===== src/rtl/keypad_scan_4x4.sv =====
// 4x4 matrix keypad scanner with whole-scan debounce; drives one active-low column at a time
// and reports the committed key as hexValue/nokey with a key_valid pulse on each new key.
module keypad_scan_4x4 #(
    parameter int SCAN_DIV       = 25000,
    parameter int DEBOUNCE_SCANS = 20
) (
    input  logic       clk,
    input  logic       rst,
    input  logic [3:0] row,
    output logic [3:0] col,
    output logic [3:0] hexValue,
    output logic       nokey,
    output logic       key_valid
);

    localparam int SLOT_W = (SCAN_DIV > 1) ? $clog2(SCAN_DIV) : 1;
    localparam int CNT_W  = $clog2(DEBOUNCE_SCANS + 1);
    localparam logic [SLOT_W-1:0] SLOT_LAST = SLOT_W'(SCAN_DIV - 1);
    localparam logic [CNT_W-1:0]  CNT_MAX   = CNT_W'(DEBOUNCE_SCANS);

    typedef enum logic [1:0] {CLS_NONE = 2'd0, CLS_SINGLE = 2'd1, CLS_MULTI = 2'd2} cls_e;

    logic [3:0]        row_s1_q, row_s1_d, row_s2_q, row_s2_d;
    logic [SLOT_W-1:0] slot_q, slot_d;
    logic [3:0]        col_q, col_d;
    logic [1:0]        col_idx_q, col_idx_d;
    logic [15:0]       acc_q, acc_d;
    cls_e              cand_cls_q, cand_cls_d;
    logic [3:0]        cand_code_q, cand_code_d;
    logic [CNT_W-1:0]  cnt_q, cnt_d;
    logic              pend_q, pend_d;
    cls_e              pend_cls_q, pend_cls_d;
    logic [3:0]        pend_code_q, pend_code_d;
    logic [3:0]        hex_q, hex_d;
    logic              nokey_q, nokey_d;
    logic              kv_q, kv_d;

    logic              slot_end, scan_end, same, commit;
    logic [15:0]       cur_bits, scan_bits;
    logic [4:0]        ones;
    cls_e              res_cls;
    logic [3:0]        res_code, raw_code;
    logic [CNT_W-1:0]  cnt_next;

    // Position index is {row, column}
    function automatic logic [3:0] key_code(input logic [3:0] pos);
        case (pos)
            4'd0:  return 4'h1;
            4'd1:  return 4'h2;
            4'd2:  return 4'h3;
            4'd3:  return 4'hA;
            4'd4:  return 4'h4;
            4'd5:  return 4'h5;
            4'd6:  return 4'h6;
            4'd7:  return 4'hB;
            4'd8:  return 4'h7;
            4'd9:  return 4'h8;
            4'd10: return 4'h9;
            4'd11: return 4'hC;
            4'd12: return 4'hE;
            4'd13: return 4'h0;
            4'd14: return 4'hF;
            default: return 4'hD;
        endcase
    endfunction

    always_comb begin
        slot_end = (slot_q == SLOT_LAST);
        scan_end = slot_end && (col_idx_q == 2'd3);

        cur_bits = '0;
        for (int r = 0; r < 4; r++) begin
            cur_bits[{2'(r), col_idx_q}] = ~row_s2_q[r];
        end
        scan_bits = acc_q | cur_bits;

        ones     = 5'd0;
        raw_code = 4'h0;
        for (int i = 0; i < 16; i++) begin
            if (scan_bits[i]) begin
                ones     = ones + 5'd1;
                raw_code = key_code(4'(i));
            end
        end
        if (ones == 5'd0) begin
            res_cls  = CLS_NONE;
            res_code = 4'h0;
        end else if (ones == 5'd1) begin
            res_cls  = CLS_SINGLE;
            res_code = raw_code;
        end else begin
            res_cls  = CLS_MULTI;
            res_code = 4'h0;
        end

        same     = (res_cls == cand_cls_q) && (res_code == cand_code_q);
        cnt_next = !same ? CNT_W'(1) : (cnt_q == CNT_MAX) ? cnt_q : cnt_q + CNT_W'(1);
        // A saturated counter that stays saturated is a held state, not a fresh commit
        commit   = scan_end && (cnt_next == CNT_MAX) && !(same && (cnt_q == CNT_MAX));
    end

    always_comb begin
        row_s1_d    = row;
        row_s2_d    = row_s1_q;
        slot_d      = slot_end ? '0 : slot_q + SLOT_W'(1);
        col_d       = slot_end ? {col_q[2:0], col_q[3]} : col_q;
        col_idx_d   = slot_end ? col_idx_q + 2'd1 : col_idx_q;
        acc_d       = slot_end ? (scan_end ? 16'h0 : scan_bits) : acc_q;
        cand_cls_d  = scan_end ? res_cls : cand_cls_q;
        cand_code_d = scan_end ? res_code : cand_code_q;
        cnt_d       = scan_end ? cnt_next : cnt_q;
        pend_d      = commit;
        pend_cls_d  = res_cls;
        pend_code_d = res_code;

        hex_d   = hex_q;
        nokey_d = nokey_q;
        kv_d    = 1'b0;
        if (pend_q) begin
            if (pend_cls_q == CLS_SINGLE) begin
                hex_d   = pend_code_q;
                nokey_d = 1'b0;
                kv_d    = nokey_q || (hex_q != pend_code_q);
            end else if (pend_cls_q == CLS_NONE) begin
                nokey_d = 1'b1;
            end
        end
    end

    always_ff @(posedge clk) begin
        if (rst) begin
            row_s1_q    <= 4'hF;
            row_s2_q    <= 4'hF;
            slot_q      <= '0;
            col_q       <= 4'b1110;
            col_idx_q   <= 2'd0;
            acc_q       <= 16'h0;
            cand_cls_q  <= CLS_NONE;
            cand_code_q <= 4'h0;
            cnt_q       <= '0;
            pend_q      <= 1'b0;
            pend_cls_q  <= CLS_NONE;
            pend_code_q <= 4'h0;
            hex_q       <= 4'h0;
            nokey_q     <= 1'b1;
            kv_q        <= 1'b0;
        end else begin
            row_s1_q    <= row_s1_d;
            row_s2_q    <= row_s2_d;
            slot_q      <= slot_d;
            col_q       <= col_d;
            col_idx_q   <= col_idx_d;
            acc_q       <= acc_d;
            cand_cls_q  <= cand_cls_d;
            cand_code_q <= cand_code_d;
            cnt_q       <= cnt_d;
            pend_q      <= pend_d;
            pend_cls_q  <= pend_cls_d;
            pend_code_q <= pend_code_d;
            hex_q       <= hex_d;
            nokey_q     <= nokey_d;
            kv_q        <= kv_d;
        end
    end

    assign col       = col_q;
    assign hexValue  = hex_q;
    assign nokey     = nokey_q;
    assign key_valid = kv_q;

endmodule


===== config.mk =====
export PLATFORM = sky130hd
export DESIGN_NAME = keypad_scan_4x4
export DESIGN_NICKNAME = d
export VERILOG_FILES = /design/src/rtl/keypad_scan_4x4.sv
export SDC_FILE = /design/constraint.sdc
export NUM_CORES = 1
export LEC_CHECK = 0
export CAP_MARGIN = 20
export CORE_AREA = 2 2 86 109
export DETAILED_ROUTE_END_ITERATION = 16
export DIE_AREA = 0 0 88 111
export PLACE_DENSITY = 0.77
export RECOVER_POWER = 50
export SETUP_SLACK_MARGIN = 0.2
export SLEW_MARGIN = 20
export SYNTH_ARGS = -nofsm -noshare
export SYNTH_HDL_FRONTEND = slang
export SYNTH_SLANG_ARGS = --single-unit

===== constraint.sdc =====
create_clock -name clk -period 12.3 [get_ports clk]
set_input_delay 1.845 -clock clk [delete_from_list [all_inputs] [get_ports clk]]
set_output_delay 1.845 -clock clk [all_outputs]
set_load 0.03 [all_outputs]

==> results.cfg <==
[run_status]
status = finished, final reports clean

[logic_synthesis]
synthTopCellsByArea = dfxtp_1, nor2_1, ha_1
synth_top_area_share = 0.267
synth_top_cell_by_area = dfxtp_1
synthCells = 603
ys_warn_count = 0
synth.cell_area_um2 = 5170
synthFlopType = dfxtp_1
yosysUniqueCellTypes = 92
yosysSeqAreaShare = 0.267
async_flop_share = 0
ys_ff_latch = 69
avgSynthCellArea_um2 = 8.57
synth_nets = 631
synth-edff-count = 0

[final_layout]
nNetsFinal = 644
final_layout_size_suffix_gt1_frac = 0.119
design_area_um2 = 5700
num_antenna_cells = 0
nFillCells = 725
area_growth_pct = 10.3

[floorplanning]
io_pins = 16
row_count = 39
initial_core_util = 0.585
die_h_um = 111
core_um2 = 8830
die_x_um = 88
dieArea_um2 = 9770

[timing]
fmax_mhz = 90.6
tns_ps = 0
slew_viol_final = 0
fin_crit_sh = 0.897
hold_slack_ps = 405
rsz0062_at_grt = false
worst_pin_slew_ps = 1260
setup_viol = 0
min_period_ps = 11030
hold_viol = 0
fin_worst_skew_ps = 5.56
slew_headroom = 0.159

[placement]
place_congestion = 0.925
port-buffer-count = 15
dp_hpwl_mm = 8.71
place_area_um2 = 5420

[routing]
vias_per_cell = 5.84
wl_per_cell_um = 15.2
first_pass_iters = 4
drt_iter0_drc = 196
drc = 0
drt-total-wl_mm = 11.3
final_antenna_net_count = 0
vias = 4340

[global_route]
grt_max_degree = 33
grt_pass1_vias = 4498
gr-usage-all-layers = 0.247
grt_overflow = 0
grt_pass1_wl_mm = 19.8
antenna_found_initial = 0

[clock_tree]
clockBufferDepth = 2
cts_max_level = 3
clk_latency_ps = 330
cts_tree = built
cts_made_buffers = 9
post-cts-setup-buffers = 0
cts.sinks = 69
post_cts_resized = 0
clock-root-buffer = clkbuf_16
clkTransAtPathRegs_ps = 50
cts_hold_buf = 0

[critical_path]
slowest_delay_ps = 430
crit_path_end_kind = flip-flop
path_max_fanout = 7
cp.required_ps = 12520
critPathLaunchType = flip-flop
crit_type = flip-flop to flip-flop
worst_path_most_repeated_cell = ha_1
crit_slowest_cell = or4_4
crit_arrival_ps = 11250

[power_and_ir_drop]
power_density_nw_per_um2 = 92.1
leakage_nw = 2.28
vdd_drop_max_v = 0.000132
power.total_mw = 0.525

[job]
cap_violations = 0

[hold_path]
hp-class = flip-flop to flip-flop
-- final timing paths --
kind                              startpoint           to  slack [ps]  depth (start not counted)
worst min-delay path             row_s1_q[1]  row_s2_q[1]         410                          1
worst min register to register   row_s1_q[1]  row_s2_q[1]         410                          1
worst max-delay path            col_idx_q[0]     cnt_q[0]        1270                         53
worst max register to register  col_idx_q[0]     cnt_q[0]        1270                         53
-- power by group --
group / total [mW] / leakage, nW / switching [mW] / internal (mW)
Combinational: 0.0522 / 1.59 / 0.0305 / 0.0217
Clock: 0.244 / 0.132 / 0.0887 / 0.155
Sequential: 0.229 / 0.559 / 0.00195 / 0.227
-- cells in the final DEF, fill, tap and decap left out, types with 5 or more instances in the layout --
cell,Yosys,routed
o21a_1,13,13
clkdlybuf4s50_1,0,14
xnor2_1,26,26
nand4_1,13,13
xnor3_1,5,5
a31oi_1,8,8
a21o_1,8,8
xor2_1,24,24
o21ai_0,15,15
nor3_1,16,16
mux2i_1,14,14
nand3_1,21,21
a21oi_1,27,27
nor2b_1,7,7
nor2_1,76,76
clkbuf_16,0,9
nand2_1,55,55
and4_1,5,5
and3_1,10,10
o21ai_1,6,6
or3_1,6,6
and2_1,7,7
inv_1,20,20
ha_1,22,22
or2_2,13,12
dfxtp_1,69,69
-- Yosys cell counts (4+ instances only) --
library cell  number
nor2_1            76
dfxtp_1           69
nand2_1           55
a21oi_1           27
xnor2_1           26
xor2_1            24
ha_1              22
nand3_1           21
inv_1             20
nor3_1            16
o21ai_0           15
mux2i_1           14
nand4_1           13
o21a_1            13
or2_2             13
clkbuf_1          12
and3_1            10
a21o_1             8
a31oi_1            8
and2_1             7
nor2b_1            7
o21ai_1            6
or3_1              6
and4_1             5
xnor3_1            5
nor4_1             4
nor4b_1            4
xnor2_2            4
-- logic make-up after synthesis --
logic type | count (synthesis) | share of synthesized area
flops | 69 | 0.267
xor+xnor | 66 | 0.155
buf+inv | 36 | 0.0276
compound gates | 127 | 0.189
fa+ha+maj | 22 | 0.0533
simple gates | 265 | 0.270
mux | 18 | 0.0380
-- routing by layer --
| metal | global-route usage | part of all wire |
|---|---|---|
| met3 | 0.0320 | 0.024 |
| met4 | 0.115 | 0.025 |
| met2 | 0.443 | 0.52 |
| met1 | 0.280 | 0.43 |
| met5 | 0 | 0 |
-- layout make-up --
class / instances / area, um2 / area share
multi-input cells: 498 / 3640 / 0.639
flip-flops and latches: 69 / 1380 / 0.242
clock buffers: 11 / 233 / 0.0408
repair buffers: 17 / 161 / 0.0283
well taps: 123 / 154 / 0.0270
inverters: 21 / 78.8 / 0.0138
clock inverters: 4 / 50.0 / 0.00878
-- through the flow --
step | setup WS [ps] | util | cells
after floorplan | 2300 | - | 603
after global placement | 1850 | 0.614 | 728
after detailed placement | 1330 | 0.614 | 728
after CTS | 1300 | 0.646 | 743
after global routing | 473 | 0.645 | 743
final | 1270 | 0.645 | 743
-- registers in the layout, indices dropped and copies added (netlist names) --
register and flops:
key_valid 1, cnt_q 5, slot_q 15, pend_q 1, cand_code_q 4, col 4, row_s1_q 4, row_s2_q 4
nokey 1, acc_q 16, pend_code_q 4, cand_cls_q 2, hexValue 4, col_idx_q 2, pend_cls_q 2
-- worst max-delay path, delay by kind of cell (launching register included) --
family                   cells  cell delay, ps
AND/OR/NAND/NOR             18            2780
adder cells (fa/ha/maj)     15            4500
buffers and inverters        4             340
AO/OA/AOI/OAI               11            1860
multiplexers                 3             760
flip-flops                   1             400
XOR/XNOR                     2             300
Note: power is estimated with default switching activity, not from simulation.
